--- config.mk ---
export PLATFORM = sky130hd
export DESIGN_NAME = elevator_scan
export DESIGN_NICKNAME = d
export VERILOG_FILES = /design/src/rtl/elevator_scan.sv
export SDC_FILE = /design/constraint.sdc
export NUM_CORES = 1
export LEC_CHECK = 0
export BUFFER_PORTS_ARGS = -buffer_cell sky130_fd_sc_hd__buf_2
export CAP_MARGIN = 20
export CELL_PAD_IN_SITES_DETAIL_PLACEMENT = 2
export CELL_PAD_IN_SITES_GLOBAL_PLACEMENT = 2
export CORE_ASPECT_RATIO = 1.25
export CORE_MARGIN = 2
export CORE_UTILIZATION = 31
export CTS_CLUSTER_SIZE = 40
export DETAILED_ROUTE_END_ITERATION = 6
export PLACE_DENSITY_LB_ADDON = 0.2
export SLEW_MARGIN = 25
export SYNTH_ARGS = -nofsm -noshare
export SYNTH_HDL_FRONTEND = slang
export SYNTH_SLANG_ARGS = --single-unit
--- constraint.sdc ---
create_clock -name clk -period 3.1 [get_ports clk]
set_clock_uncertainty 0.15 [all_clocks]
set_input_delay 0.62 -clock clk [delete_from_list [all_inputs] [get_ports clk]]
set_output_delay 0.62 -clock clk [all_outputs]
set_load 0.05 [all_outputs]
--- src/rtl/elevator_scan.sv ---
// elevator_scan: N-floor SCAN elevator controller, ticked by en.
// Optional ELEVATOR_DOOR_REOPEN_EN: a call at the open floor holds the door.
module elevator_scan #(
  parameter int FLOORS        = 4,
  parameter int TRAVEL_CYCLES = 4,
  parameter int DOOR_CYCLES   = 3
) (
  input  logic              clk,
  input  logic              reset,
  input  logic              en,
  input  logic [FLOORS-1:0] F,
  output logic [FLOORS-1:0] Q,
  output logic [FLOORS-1:0] D,
  output logic              A,
  output logic              B,
  output logic [FLOORS-1:0] pending,
  output logic              door
);

  localparam int CMAX =
    (TRAVEL_CYCLES > DOOR_CYCLES) ? TRAVEL_CYCLES : DOOR_CYCLES;
  localparam int CW = $clog2(CMAX + 1);
  localparam logic [CW-1:0] T_LOAD = CW'(TRAVEL_CYCLES - 1);
  localparam logic [CW-1:0] D_LOAD = CW'(DOOR_CYCLES - 1);

  typedef enum logic [1:0] {
    IDLE,
    MOVE_UP,
    MOVE_DOWN,
    DOOR
  } state_t;

  state_t            state, state_n;
  logic              dir_up, dir_up_n;
  logic [CW-1:0]     cnt, cnt_n;
  logic [FLOORS-1:0] q_n, pend_n;
  logic [FLOORS-1:0] below_mask, above_mask;
  logic [FLOORS-1:0] f_in, q_move;
  logic              above, below;

  // Pending calls strictly above / below the current floor
  always_comb begin
    below_mask = Q - FLOORS'(1);
    above_mask = ~(Q | below_mask);
    above      = |(pending & above_mask);
    below      = |(pending & below_mask);
  end

  // Next-state, counter, position and request-latch logic
  always_comb begin
    state_n  = state;
    dir_up_n = dir_up;
    cnt_n    = cnt;
    q_n      = Q;
    pend_n   = pending;
    f_in     = (state == DOOR) ? (F & ~Q) : F;
    q_move   = (state == MOVE_UP) ? (Q << 1) : (Q >> 1);
    if (en) begin
      pend_n = pending | f_in;
      unique case (state)
        IDLE: begin
          if (|(pending & Q)) begin
            state_n = DOOR;
            pend_n  = pend_n & ~Q;
            cnt_n   = D_LOAD;
          end else if (above && (dir_up || !below)) begin
            state_n  = MOVE_UP;
            dir_up_n = 1'b1;
            cnt_n    = T_LOAD;
          end else if (below) begin
            state_n  = MOVE_DOWN;
            dir_up_n = 1'b0;
            cnt_n    = T_LOAD;
          end
        end
        MOVE_UP, MOVE_DOWN: begin
          if (cnt != '0) begin
            cnt_n = cnt - CW'(1);
          end else begin
            q_n = q_move;
            if (|(pend_n & q_move)) begin
              state_n = DOOR;
              pend_n  = pend_n & ~q_move;
              cnt_n   = D_LOAD;
            end else begin
              cnt_n = T_LOAD;
            end
          end
        end
        DOOR: begin
`ifdef ELEVATOR_DOOR_REOPEN_EN
          if (|(F & Q)) begin
            cnt_n = D_LOAD;
          end else if (cnt != '0) begin
            cnt_n = cnt - CW'(1);
          end else begin
            state_n = IDLE;
          end
`else
          if (cnt != '0) begin
            cnt_n = cnt - CW'(1);
          end else begin
            state_n = IDLE;
          end
`endif
        end
        default: state_n = IDLE;
      endcase
    end
  end

  // State, direction, counter, floor and pending registers
  always_ff @(posedge clk) begin
    if (reset) begin
      state   <= IDLE;
      dir_up  <= 1'b1;
      cnt     <= '0;
      Q       <= FLOORS'(1);
      pending <= '0;
    end else begin
      state   <= state_n;
      dir_up  <= dir_up_n;
      cnt     <= cnt_n;
      Q       <= q_n;
      pending <= pend_n;
    end
  end

  // Outputs decoded from registered state only
  always_comb begin
    A    = (state == MOVE_UP);
    B    = (state == MOVE_DOWN);
    door = (state == DOOR);
    D    = A ? (Q << 1) : (B ? (Q >> 1) : Q);
  end

endmodule

==> metrics <==
Unique masters post-synth 43; share of cells above drive strength 1 20.8%; minimum setup slack among reg-to-reg paths 0.49 ns; part of the power in registers 23.3%; cts repair resizes 0; Util after Layout 37.3%; syn_nets 159; Final Setup Violations 0; htree depth 1; final net count 178; Yosys reg bits 14; most frequent cells in the layout buf_2 (21), dfxtp_1 (14), nand2_1 (14), inv_1 (12); max frequency 383 MHz; Leakage Power 0.563 nW; MaxCap Viol Count 0; internal power 0.000564 W; CP Class reg -> reg; CTS Hold Bufs 0; CTS clk-pin slew, worst paths 0.07 ns; first-pass GRT wire length 6.62 mm; GR Util All Layers 21.4%; Post-Syn Area 1130 um2; CP Data Arrival Time 2.64 ns; total number of vias 1134; # rows 24; post-route setup TNS 0 ns; Yosys top cell area share 24.8%; Sw Pwr 0.000626 W; Mapped Avg Cell Area 8.01 um2; Overflow after GRT 0; Finished Cell Area 1300 um2; io pins 22; most common cell after layout, fill and taps aside buf_2; CTS tree yes; postcts setup bufs 0; number of global-route vias before repair 1242; Async SR Flop Fraction 0%; P&R area growth vs syn 15.1%; Final HPWL DP 2.97 mm; Placement Cell Area 1240 um2; Vias/cell 5.73; unrepaired setup endpoints after global routing no; routability cong. 0.876; Worst-Margin Slew 0.708 ns; antenna violations before repair 0; initial DRC count 44; DIE WIDTH 58.0 um; register area 280 um2; P per Cell Area 916 nW/um2; TritonCTS Buffers 3; Ant. Diodes 0; Slew HR 52.7%; area of the multi-input gates 762 um2; Routed WL 4.08 mm; CORE AREA 3480 um2; Starting Density 32.4%; ranking of synthesized cells by area dfxtp_1 (25%), ha_1 (12%), mux2i_1 (5.3%); HP Class reg -> reg; Final min period 2.61 ns; Comb pwr share 60.8%; Critical Path RT 3.13 ns; largest area contributor in the netlist dfxtp_1; total power 0.00119 W; CTS root buffer clkbuf_8; post-synthesis sequential area ratio 24.8%; Clock Latency Late Sink 0.25 ns; crit end category flop; Post-synth EDFFs 0; Detailed Routing Iterations Pass 1 4; Slew Viols, Final 0; post-synthesis cell count 141; synth warn 0; final hold violations 0; DRC 0; Die ar. 4150 um2; Startpoint Class flop; fill count 416; Max Root-Sink Buffers 2; largest net degree at the start of global routing 15; period utilisation layout 84.3%; Clock power frac 15.9%; # clock sinks 14; Peak VDD IR 368 uV; outcome completed; routed length per instance 20.6 um; worst-path maximum fanout 9; Port Buffers 21; Post-DRT Antenna Nets 0; DIE HEIGHT 71.5 um; Net Sw Frac 52.6%; Most used DFF post-synth dfxtp_1
metrics by stage:
step	cells	hold slack (ns)	setup slack [ns]
floorplan	141	0.320	0.0665
global placement	194	0.349	0.701
detailed placement	194	0.363	0.548
CTS	198	0.378	0.505
global route	198	0.402	0.273
finish	198	0.374	0.486
power groups by stage:
stage,Combinational (W),Clock [W],Sequential (W)
2_1_floorplan,0.000501,0,0.000325
3_3_place_gp,0.000697,0,0.000278
3_5_place_dp,0.000714,0,0.000282
4_1_cts,0.000727,0.000197,0.000278
5_1_grt,0.000791,0.000203,0.000286
6_report,0.000724,0.000189,0.000277
registers in the layout (all words and copies together), names as in the netlist:
register,flops
dir_up,1
Q,4
cnt,3
state,2
pending,4
critical path: stages (launching register included):
cell and delay [ns]:
dfxtp_1 0.55, inv_2 0.13, ha_1 0.23, inv_1 0.07, ha_1 0.22, a22o_1 0.24, a221oi_2 0.30, o21ai_0 0.17
a211o_2 0.36, mux2i_1 0.12
synthesized netlist by cell type, types with 2 or more instances:
master	n
dfxtp_1	14
nand2_1	14
inv_1	12
ha_1	11
o21ai_0	11
nor2_1	10
a21oi_1	9
mux2i_1	6
a21boi_0	4
a311oi_1	4
clkbuf_1	4
nand2b_1	4
a22oi_1	3
nand3_1	3
a211oi_1	2
a31oi_1	2
o31ai_1	2
layout make-up:
type                            count  share of cell area, %
Clock buffer                        4                   4.23
Sequential cell                    14                   21.6
Timing Repair Buffer               21                   8.08
Multi-Input combinational cell    107                   58.6
Inverter                           13                   3.75
Tap cell                           39                   3.75
worst paths after layout:
check	to	cells after the start	startpoint
max	state[0]$_SDFFE_PP0P_	9	Q[0]$_SDFFE_PP1P_
min	cnt[2]$_SDFFE_PP0P_	2	cnt[2]$_SDFFE_PP0P_
max reg2reg	state[0]$_SDFFE_PP0P_	9	Q[0]$_SDFFE_PP1P_
min reg2reg	cnt[2]$_SDFFE_PP0P_	2	cnt[2]$_SDFFE_PP0P_
cell families after synthesis:
| group | share of synthesized area (%) |
|---|---|
| AO/OA/AOI/OAI | 31.4 |
| buffers and inverters | 7.75 |
| flip-flops | 24.8 |
| AND/OR/NAND/NOR | 17.5 |
| multiplexers | 6.31 |
| adder cells (fa/ha/maj) | 12.2 |
per-layer routing:
| layer | vias up | share of wire (%) | wire length [um] | global-route usage [%] |
|---|---|---|---|---|
| met5 | - | 0 | 0 | 0 |
| met2 | 21 | 52 | 2130 | 38.9 |
| met1 | 553 | 43 | 1740 | 25.1 |
| li1 | 550 | - | - | - |
| met3 | 10 | 2.3 | 95 | 2.17 |
| met4 | 0 | 2.7 | 109 | 8.79 |
Power figures use the tool's default switching activity.
